$ cat src/rtl/hilo_divider_pkg.sv
// ============================================================================
// Module  : hilo_divider_pkg
// Purpose : State encodings and sizing helpers shared by the HI/LO divider.
// Rev     : 1.0  initial release
// ============================================================================
`default_nettype none

package hilo_divider_pkg;

  localparam logic [1:0] DIV_IDLE = 2'd0;
  localparam logic [1:0] DIV_PREP = 2'd1;
  localparam logic [1:0] DIV_ITER = 2'd2;
  localparam logic [1:0] DIV_FIX  = 2'd3;

  typedef enum logic [1:0] {
    S_IDLE = DIV_IDLE,
    S_PREP = DIV_PREP,
    S_ITER = DIV_ITER,
    S_FIX  = DIV_FIX
  } div_state_t;

  // A 1-bit operand still needs a 1-bit counter.
  function automatic int div_count_w(input int w);
    return (w > 1) ? $clog2(w) : 1;
  endfunction

  localparam int DIV_COUNT_W = div_count_w(32);

endpackage

`default_nettype wire

$ cat src/rtl/hilo_divider_div_restore_step.sv
// ============================================================================
// Module  : div_restore_step
// Purpose : One combinational restoring-division iteration (shift, compare,
//           conditional subtract).
// Rev     : 1.0  initial release
// ============================================================================
`default_nettype none

module div_restore_step #(
  parameter int WIDTH = 32
) (
  input  logic [WIDTH-1:0] rem,
  input  logic [WIDTH-1:0] q,
  input  logic [WIDTH-1:0] divisor,
  output logic [WIDTH-1:0] rem_next,
  output logic [WIDTH-1:0] q_next
);

  logic [WIDTH:0] w_shifted;
  logic           w_ge;

  assign w_shifted = {rem, q[WIDTH-1]};
  assign w_ge      = (w_shifted >= {1'b0, divisor});

  // True difference is below 2^WIDTH, so modular subtraction is exact.
  assign rem_next = w_ge ? (w_shifted[WIDTH-1:0] - divisor) : w_shifted[WIDTH-1:0];
  assign q_next   = {q[WIDTH-2:0], w_ge};

endmodule

`default_nettype wire

$ cat src/rtl/hilo_divider.sv
// ============================================================================
// Module  : hilo_divider
// Purpose : Iterative signed/unsigned divider owning the HI (remainder) and
//           LO (quotient) registers; one quotient bit per cycle.
// Rev     : 1.0  initial release
// ============================================================================
`default_nettype none

module hilo_divider
  import hilo_divider_pkg::*;
#(
  parameter int WIDTH = 32
) (
  input  logic             Clock,
  input  logic             Reset,
  input  logic             Start,
  input  logic             Signed,
  input  logic [WIDTH-1:0] Dividend,
  input  logic [WIDTH-1:0] Divisor,
  output logic             Busy,
  output logic             Done,
  output logic             DivByZero,
  output logic [WIDTH-1:0] Hi,
  output logic [WIDTH-1:0] Lo
);

  localparam int                   c_count_w = div_count_w(WIDTH);
  localparam logic [c_count_w-1:0] c_last    = c_count_w'(WIDTH - 1);

  div_state_t           r_state, w_state_next;
  logic [c_count_w-1:0] r_count;
  logic [WIDTH-1:0]     r_a, r_b, r_bmag, r_rem, r_q, r_hi, r_lo;
  logic                 r_signed, r_qneg, r_rneg, r_zero, r_done, r_dbz;
  logic [WIDTH-1:0]     w_rem_next, w_q_next, w_quot, w_remd;
  logic                 w_a_neg, w_b_neg;

  div_restore_step #(.WIDTH(WIDTH)) u_step (
    .rem      (r_rem),
    .q        (r_q),
    .divisor  (r_bmag),
    .rem_next (w_rem_next),
    .q_next   (w_q_next)
  );

  assign w_a_neg = r_signed & r_a[WIDTH-1];
  assign w_b_neg = r_signed & r_b[WIDTH-1];
  assign w_quot  = r_qneg ? (~r_q + 1'b1)   : r_q;
  assign w_remd  = r_rneg ? (~r_rem + 1'b1) : r_rem;

  always_ff @(posedge Clock or posedge Reset) begin
    if (Reset) r_state <= S_IDLE;
    else       r_state <= w_state_next;
  end

  always_comb begin
    w_state_next = r_state;
    case (r_state)
      S_IDLE:  if (Start) w_state_next = S_PREP;
      S_PREP:  w_state_next = (r_b == '0) ? S_FIX : S_ITER;
      S_ITER:  if (r_count == c_last) w_state_next = S_FIX;
      S_FIX:   w_state_next = S_IDLE;
      default: w_state_next = S_IDLE;
    endcase
  end

  always_ff @(posedge Clock or posedge Reset) begin
    if (Reset) begin
      r_count  <= '0;
      r_a      <= '0;
      r_b      <= '0;
      r_bmag   <= '0;
      r_rem    <= '0;
      r_q      <= '0;
      r_hi     <= '0;
      r_lo     <= '0;
      r_signed <= 1'b0;
      r_qneg   <= 1'b0;
      r_rneg   <= 1'b0;
      r_zero   <= 1'b0;
      r_done   <= 1'b0;
      r_dbz    <= 1'b0;
    end else begin
      r_done <= (r_state == S_FIX);
      case (r_state)
        S_IDLE: if (Start) begin
          r_a      <= Dividend;
          r_b      <= Divisor;
          r_signed <= Signed;
          r_zero   <= 1'b0;
          r_dbz    <= 1'b0;
        end
        S_PREP: begin
          if (r_b == '0) begin
            r_zero <= 1'b1;
          end else begin
            // Magnitudes wrap mod 2^WIDTH, so the most negative value stays as-is.
            r_q    <= w_a_neg ? (~r_a + 1'b1) : r_a;
            r_bmag <= w_b_neg ? (~r_b + 1'b1) : r_b;
            r_qneg <= w_a_neg ^ w_b_neg;
            r_rneg <= w_a_neg;
            r_rem  <= '0;
            r_count <= '0;
          end
        end
        S_ITER: begin
          r_rem <= w_rem_next;
          r_q   <= w_q_next;
          if (r_count != c_last) r_count <= r_count + 1'b1;
        end
        S_FIX: begin
          if (r_zero) begin
            r_lo  <= '1;
            r_hi  <= r_a;
            r_dbz <= 1'b1;
          end else begin
            r_lo <= w_quot;
            r_hi <= w_remd;
          end
        end
        default: ;
      endcase
    end
  end

  assign Busy      = (r_state != S_IDLE);
  assign Done      = r_done;
  assign DivByZero = r_dbz;
  assign Hi        = r_hi;
  assign Lo        = r_lo;

endmodule

`default_nettype wire

$ cat config.mk
export PLATFORM = sky130hd
export DESIGN_NAME = hilo_divider
export DESIGN_NICKNAME = d
export VERILOG_FILES = /design/src/rtl/hilo_divider_pkg.sv /design/src/rtl/hilo_divider_div_restore_step.sv /design/src/rtl/hilo_divider.sv
export SDC_FILE = /design/constraint.sdc
export NUM_CORES = 1
export LEC_CHECK = 0
export CAP_MARGIN = 20
export CORE_MARGIN = 1.5
export CORE_UTILIZATION = 59
export DETAILED_ROUTE_END_ITERATION = 10
export DONT_BUFFER_PORTS = 1
export GPL_TIMING_DRIVEN = 1
export MAX_ROUTING_LAYER = met4
export PLACE_DENSITY_LB_ADDON = 0.25
export SETUP_SLACK_MARGIN = 0.5
export SLEW_MARGIN = 20
export SYNTH_ARGS = -nofsm -noshare
export SYNTH_HDL_FRONTEND = slang
export SYNTH_HIERARCHICAL = 1
export SYNTH_SLANG_ARGS = --single-unit
$ cat constraint.sdc
create_clock -name Clock -period 8.1 [get_ports Clock]
set_input_delay 1.62 -clock Clock [delete_from_list [all_inputs] [get_ports Clock]]
set_output_delay 1.62 -clock Clock [all_outputs]
set_load 0.005 [all_outputs]
After elaboration in Yosys (flattened, before gate mapping)
Cells that the tools add are included.
- bits in registers: 237
- input bits: 68
- output and inout bits: 67
- logic and storage cells: 77
- add/sub/neg operators: 6
- order comparisons: 1
- equal/unequal tests: 11
- mux-type cells: 23
- bitwise logic cells: 8
- reductions and logical operators: 13
- operator list (operator ; count):
    $mux W32 ; 9
    $add A32 B1 Y32 const B ; 4
    $not A32 Y32 ; 4
    $pmux W32 S2 ; 2
    $ge A33 B32 Y1 ; 1
    $logic_not A32 Y1 ; 1
    $sub A32 B32 Y32 ; 1
    $ne A2 B2 Y1 const B ; 6
    $mux W5 ; 2
    $pmux W5 S2 ; 1
    $reduce_and A3 Y1 ; 3
    $pmux W2 S4 ; 1
    $reduce_and A2 Y1 ; 4
    $reduce_bool A2 Y1 ; 4
    $add A5 B1 Y5 const B ; 1
    $eq A5 B5 Y1 const B ; 1
    $ne A5 B5 Y1 const B ; 1
    $eq A2 B2 Y1 const B ; 2
    $mux W1 ; 4
    $mux W2 ; 2
    $pmux W1 S2 ; 2
    $and A1 B1 Y1 ; 2
    $eq A2 B1 Y1 const B ; 1
    $logic_not A2 Y1 ; 1
    2 further kinds ; 2

Depth between registers and ports, before layout
Gate-level depths: netlist of the first run.
- depth in word-level cells: 5
- depth in mapped cells: 16

Hierarchy
The synthesis of the first run kept the hierarchy.
- modules (own cells, without submodules) (module ; times used ; cells an instance ; area an instance (um^2) ; seq. area each (um^2)):
    hilo_divider ; 1 ; 1225 ; 12029.0 ; 5930.7
    div_restore_step ; 1 ; 362 ; 2631.3 ; 0.0

Worst setup path before layout of the first run
No wires, ideal clock.
- path kind: reg-to-reg
- start point: register r_rem[1]
- end point: register r_rem[11]
- setup time: 0.121 ns
- arrival: 2.913 ns
- data required time: 7.979 ns
- path slack: 5.065 ns
- stages on the path, launching flop included: 13
- buffers on the path: 1
- clock period less this slack: 3.035 ns
- cell sequence: dfrtp_1 > ha_1 > a21oi_2 > o21ai_2 > a221o_1 > a21oi_2 > nor3_1 > nor4_1 > o21ai_1 > o32ai_4 > buf_6 > mux2_4 > a22o_2
- word-level cells in the longest chain between the ends: 3
- ends and longest elaborated chain (item ; RTL line ; RTL):
    from (decl) ; hilo_divider.sv:32 ; logic [WIDTH-1:0] r_a, r_b, r_bmag, r_rem, r_q, r_hi, r_lo;
    from (signal assigned) ; hilo_divider.sv:106 ; r_rem <= w_rem_next;
    $sub A32 B32 Y32 / $ge A33 B32 Y1 (equally long branches) ; hilo_divider_div_restore_step.sv:26, hilo_divider_div_restore_step.sv:23 ;
    $mux W32 (*) ; hilo_divider_div_restore_step.sv:26 ; assign rem_next = w_ge ? (w_shifted[WIDTH-1:0] - divisor) : w_shifted[WIDTH-1:0];
    via w_rem_next[11] ; hilo_divider.sv:34 ; logic [WIDTH-1:0] w_rem_next, w_q_next, w_quot, w_remd;
    $pmux W32 S2 (*) ; hilo_divider.sv:84 ; case (r_state)
Mark *: on every way through the listed nets, which the timed path passes. The rest lies on a longest branch.
A chain may end at the register's enable or synchronous reset.

Final worst setup path of the first run
- start point: register r_rem[1]
- end point: register r_rem[2]
The elaborated chain is that of the path after synthesis.

==> run summary, run 1 <==
status = finished clean
Synth Area in Adders = 3.72%
hold depth = 2
uppermost routed layer = met4
Syn Area/Cell = 9.24 sq um
Cell Pwr Density = 542 nW/um^2
met3 WL = 2110 microns
Avg WL per Cell = 19.9 microns
critical path depth = 12
GPL Wtd Cong = 0.930
design area = 15500 sq um
VDD IR max = 0.243 mV
largest net degree at the start of global routing = 88
reg2reg end = r_rem[2]$_DFFE_PP0P_
Critical-path top delay cell = o32ai_4
Reg clk slew, reported paths = 60 ps
R2R depth = 12
layout cells sized above 1 = 12.0%
Simple-Gate Fraction of Synth Area = 13.4%
die footprint = 25800 sq um
Critical Setup Path Class = flip-flop to flip-flop
ANT nets after route = 0
global-route wire length before repair = 59500 microns
critical path data arrival time = 4420 ps
share of the synthesized area in the top cell type = 40.5%
TNS Setup = 0 ps
Layout Cells excl Fill = 1851
Area contributors post-synth = dfrtp_1 40%, mux2_2 5.8%, o21ai_0 5.4%
HP Start = r_bmag[10]$_DFFE_PP0P_
clock period minus final worst setup slack = 4000 ps
Hold/Removal Path Class = flip-flop to flip-flop
CP most frequent cell = a21oi_2
clk buf depth = 3
crit-path cells = ha_1, a21oi_2, o21ai_2, a221o_1, a21oi_2, nor3_1, nor4_1, o21ai_1, o32ai_4, buf_4, mux2_2, a22o_1
Die H = 161 microns
via count = 11.5k
WHS Endpoint = r_bmag[10]$_DFFE_PP0P_
final hold vios = 0
FF+latch count, synth = 237
CTS Sinks = 237
Die W = 161 microns
RSZ-0062 raised after global routing = no
Synth Instances = 1587
GRT Util Overall = 29.5%
H-tree levels = 1
CTS Buf Count = 27
clk_lat worst skew = 540 ps
Leak = 6.82 nW
routed length on met2 = 17400 microns
delay-heaviest family, CP = compound AO/OA/AOI/OAI gates
vias per inst = 6.21
largest family of logic cells by synthesized area = compound AO/OA/AOI/OAI gates
Worst Setup End Kind = flip-flop
post-synth design cell area = 14700 sq um
Synth Area in Compound Gates = 18.4%
Startpoint Class = flip-flop
EDFF count, synth = 0
top cell type by total area after synthesis = dfrtp_1
initial DRC count = 920
Hold Buf Count CTS = 0
xor and xnor fraction of the mapped netlist area = 8.36%
CP max stage delay = 530 ps
Final Setup Violations = 0
R2R Path Start = r_rem[1]$_DFFE_PP0P_
Clock Skew = 22.0 ps
Port Buffer Count = 0
Core ar. = 24300 sq um
post-synthesis mux area share = 9.31%
worst reg2reg setup slack = 4100 ps
worst path bufs/invs = 1
Post-DP HPWL = 26800 microns
YS warnings = 6
CP Max Fanout = 18
worst slew pin tran = 1120 ps
drt pass-1 iters = 5
max cap viols = 0
row cnt = 57
placed cell areas = 14600 sq um
I/O Pins = 135
Tcrit/Tclk final = 49.4%
antenna fix cells = 0
Root Driver = clkbuf_16
Area growth syn-to-layout = 5.76%
Post-Route WL = 36800 microns
number of global-route vias before repair = 11.1k
Worst slew margin = 25.4%
global route total overflow = 0
dpl cells = 1800
Synth Flop Type = dfrtp_1
final worst slack = 4100 ps
Synth Net Count = 1698
Synth cell types = 78
pre-CTS WS = 4070 ps
total design power = 8.41 mW
initial antenna violation count = 0
required time of the worst setup path = 8520 ps
Initial Utilization = 60.3%
met1 WL = 16300 microns
asr flop ratio synth = 100%
fillcell total = 2059
fmax = 250 MHz
count of pins over their slew limit = 0
Resized Gates After CTS = 0
DRC viols = 0
TritonCTS clock tree = built
setup bufs post-CTS = 0
sequential area share after synthesis = 40.5%
nets@finish = 1618
[synth_stat cells, types with 4 or more instances]
cell type  count
o211ai_1       7
or2_2          6
a22o_1        31
nand2b_1       8
o21bai_1       4
o221ai_1       4
a211oi_1       4
or3_1          8
o41ai_1       15
dfrtp_1      237
nand2_1      138
a41oi_1        5
nor2b_1        9
or4_1         14
mux2i_1       13
mux2_1         8
nand3_1       21
o22ai_1       11
clkbuf_1      75
a21o_1        17
a31oi_1       18
ha_1          42
nor2_1       108
nor3_1        22
o21ai_0      158
mux2_4        20
buf_4         32
mux2_2        75
a21oi_1      105
nor4_1        20
nor3b_1        5
and2_1         9
buf_2          7
nand4_1       16
buf_1          5
xnor2_1       61
xor2_1        79
inv_1         85
o31ai_1       27
[cell type report]
class                      instances  area, sq um  area share [%]
tap                              324          405            2.61
multi-input combinational       1142         7830            50.5
sequential                       237         5930            38.3
timing repair buffer              14          129           0.831
inverter                          85          323            2.08
clock inverter                    11          111           0.718
clock buffer                      38          777            5.01
[report_power, final]
part	total, mW	internal, mW	switching (mW)
sequential	2.54	1.75	0.788
combinational	4.65	2.03	2.62
clock	1.22	0.729	0.489
total	8.41	4.52	3.89
[registers in the layout, indices dropped and copies added (netlist names)]
name	count
r_rem	32
Done	1
Hi	32
Lo	32
r_signed	1
r_count	5
r_a	32
DivByZero	1
r_zero	1
r_qneg	1
r_bmag	32
r_q	32
r_rneg	1
r_b	32
r_state	2
[through the flow]
step | utilization (%) | hold WS (ps)
finish | 63.8 | 478
detailed placement | 59.9 | 472
floorplan | - | 450
global placement | 59.9 | 463
global route | 63.8 | 507
CTS | 63.6 | 485
[how the worst max path moves through the flow]
stage	slack, ps	to	start
6_report	4100	r_rem[2]$_DFFE_PP0P_	r_rem[1]$_DFFE_PP0P_
3_5_place_dp	4070	r_rem[2]$_DFFE_PP0P_	r_rem[1]$_DFFE_PP0P_
5_1_grt	3910	r_rem[2]$_DFFE_PP0P_	r_rem[1]$_DFFE_PP0P_
4_1_cts	4060	r_rem[2]$_DFFE_PP0P_	r_rem[1]$_DFFE_PP0P_
3_3_place_gp	4160	r_rem[2]$_DFFE_PP0P_	r_rem[1]$_DFFE_PP0P_
2_1_floorplan	3370	DivByZero$_DFFE_PP0P_	Reset
[per-layer routing]
layer	GRT usage, %	vias up
met5	-	-
met4	7.77	0
met3	4.08	65
met2	47.2	349
met1	39.6	5652
li1	-	5437
[worst min-delay path: stages, from the launching register on]
cell     delay (ps)
dfrtp_1         340
nand2_1          50
o21ai_0          60
[cell usage in the layout (no fill, tap or decap), types with 9 or more instances in the layout]
cell | Yosys | layout
nor3_1 | 22 | 22
nor4_1 | 20 | 20
clkbuf_16 | 0 | 27
o21ai_0 | 158 | 158
mux2_4 | 20 | 20
or4_1 | 14 | 14
a21oi_1 | 105 | 105
nand4_1 | 16 | 16
ha_1 | 42 | 41
a21o_1 | 17 | 17
buf_4 | 32 | 12
xor2_1 | 79 | 79
nand2_1 | 138 | 137
dfrtp_1 | 237 | 237
o41ai_1 | 15 | 15
a31oi_1 | 18 | 18
inv_1 | 85 | 84
a22o_1 | 31 | 31
mux2_2 | 75 | 75
xnor2_1 | 61 | 61
o31ai_1 | 27 | 27
nand3_1 | 21 | 21
and2_1 | 9 | 9
mux2i_1 | 13 | 13
o22ai_1 | 11 | 11
nor2_1 | 108 | 108
[logic make-up (layout without fill, tap and decap cells)]
kind of cell	after synthesis	in the layout
compound gates	436	436
simple gates	407	407
flops	237	237
buf+inv	208	148
xor+xnor	140	140
mux	116	116
fa+ha+maj	43	43
(Power assumes the default switching activity.)
==> run 2: changes to the inputs <==
clock period = 3.4 ns   (was 8.1 ns; I/O delays follow)
==> run 2 against run 1 <==
Compared with the run above:
- critical path depth rose by 2
- core utilization rose by 5.3 points
- routed wire length increased by 6.9%
- non-clock buffer count up 85
- register-to-register slack worse by 3700 ps
- setup slack worse by 3700 ps
- count of clock-buffer cells in the layout up 2
- critical path type unchanged
- critical endpoint is now r_rem[22]$_DFFE_PP0P_
- highest routed layer unchanged
==> run summary, run 2 (synthesized netlist as in run 1, its figures left out) <==
status = finished clean
largest net degree at the start of global routing = 142
worst reg2reg setup slack = 420 ps
final worst slack = 420 ps
Initial Utilization = 60.3%
Reg clk slew, reported paths = 60 ps
I/O Pins = 135
vias per inst = 6.12
DRC viols = 0
number of global-route vias before repair = 11.3k
clock period minus final worst setup slack = 2980 ps
TritonCTS clock tree = built
Final Setup Violations = 0
CTS Sinks = 237
ANT nets after route = 0
antenna fix cells = 0
via count = 11.8k
nets@finish = 1704
worst slew pin tran = 1010 ps
global route total overflow = 0
Tcrit/Tclk final = 87.6%
critical path data arrival time = 3420 ps
layout cells sized above 1 = 21.3%
final hold vios = 0
max cap viols = 0
Core ar. = 24300 sq um
Avg WL per Cell = 20.3 microns
Clock Skew = 39.2 ps
commonest cells after routing, fill and taps aside = 234 x dfrtp_1, 154 x o21ai_0, 136 x nand2_1
R2R depth = 14
Hold/Removal Path Class = primary input to asynchronous set/reset pin
row cnt = 57
count of pins over their slew limit = 0
die footprint = 25800 sq um
Worst slew margin = 32.9%
GRT Util Overall = 30.4%
drt pass-1 iters = 5
Root Driver = clkbuf_16
Area growth syn-to-layout = 14.6%
fillcell total = 1913
Critical Setup Path Class = flip-flop to flip-flop
initial DRC count = 854
most common cell after layout, fill and taps aside = dfrtp_1
H-tree levels = 1
Post-Route WL = 39300 microns
Die H = 161 microns
Die W = 161 microns
CTS Buf Count = 27
initial antenna violation count = 0
RSZ-0062 raised after global routing = yes
Port Buffer Count = 0
clk buf depth = 3
Worst Setup End Kind = flip-flop
worst hold-check slack = 142 ps
Post-DP HPWL = 27700 microns
required time of the worst setup path = 3840 ps
pre-CTS WS = 244 ps
GPL Wtd Cong = 0.941
global-route wire length before repair = 60700 microns
Startpoint Class = flip-flop
clk_lat worst skew = 550 ps
CP Max Fanout = 5
fmax = 336 MHz
-- run 2: cell count changes in the layout (fill, tap and decap cells not counted), moves of 9 or more --
cell,before,now
buf_4,12,81
a21oi_2,2,13
buf_6,1,10
ha_1,41,18
ha_4,1,21
a21oi_1,105,92
mux2_4,20,29
-- run 2: critical path, cell delays in order (launching register included) --
cell       delay [ps]
dfrtp_1           390
inv_2              80
ha_4              210
a21oi_2           160
o21ai_2           100
a221o_1           360
a21oi_2           230
nor3_4             70
nor4_2            190
o21ai_2           110
o32ai_4           160
buf_6             180
clkbuf_16         150
mux2_4            290
a22o_1            210
-- run 2: what timing repair did --
item | CTS | global route
pin swaps | 22 | 50
buffers inserted | 21 | 14
hold buffers | 0 | 0
gates cloned | 2 | 2
endpoints found under the setup margin | 62 | 59
gates resized for setup | 34 | 76
-- run 2: through the flow --
stage          instances  instance area (sq um)  util, %  TNS (ps)
2_1_floorplan       1587                  14700        -    -91450
3_3_place_gp        1849                  15100     62.0         0
3_5_place_dp        1849                  15100     62.0         0
4_1_cts             1920                  16300     66.9         0
5_1_grt             1936                  16800     69.1         0
6_report            1936                  16800     69.1         0
-- run 2: cell type report --
class	count	area, sq um	share of cell area, %
inverter	85	323	1.92
tap	324	405	2.41
sequential	237	5930	35.3
clock buffer	40	785	4.67
multi-input combinational	1143	8370	49.8
clock inverter	8	78.8	0.469
timing repair buffer	99	898	5.35
-- run 2: path summary, 6_finish.rpt --
check / start / endpoint
min in group Clock: Dividend[23] / r_a[23]$_DFFE_PP0P_
worst max register to register: r_bmag[2]$_DFFE_PP0P_ / r_rem[22]$_DFFE_PP0P_
worst min-delay path: Reset / Hi[19]$_DFFE_PP0P_
worst max-delay path: r_bmag[2]$_DFFE_PP0P_ / r_rem[22]$_DFFE_PP0P_
max in group asynchronous: Reset / r_rem[1]$_DFFE_PP0P_
worst min register to register: r_bmag[28]$_DFFE_PP0P_ / r_bmag[28]$_DFFE_PP0P_
-- run 2: metal layers --
metal / routed length [microns] / vias to the layer above / GRT usage [%]
met5: 0 / - / -
met2: 18800 / 392 / 49.7
met4: 1180 / 0 / 8.11
met3: 2530 / 82 / 4.49
li1: - / 5612 / -
met1: 16800 / 5763 / 39.7
Power of run 2 is not shown: default switching activity piles up to over one toggle a cycle in this logic, so the estimate is an artifact.
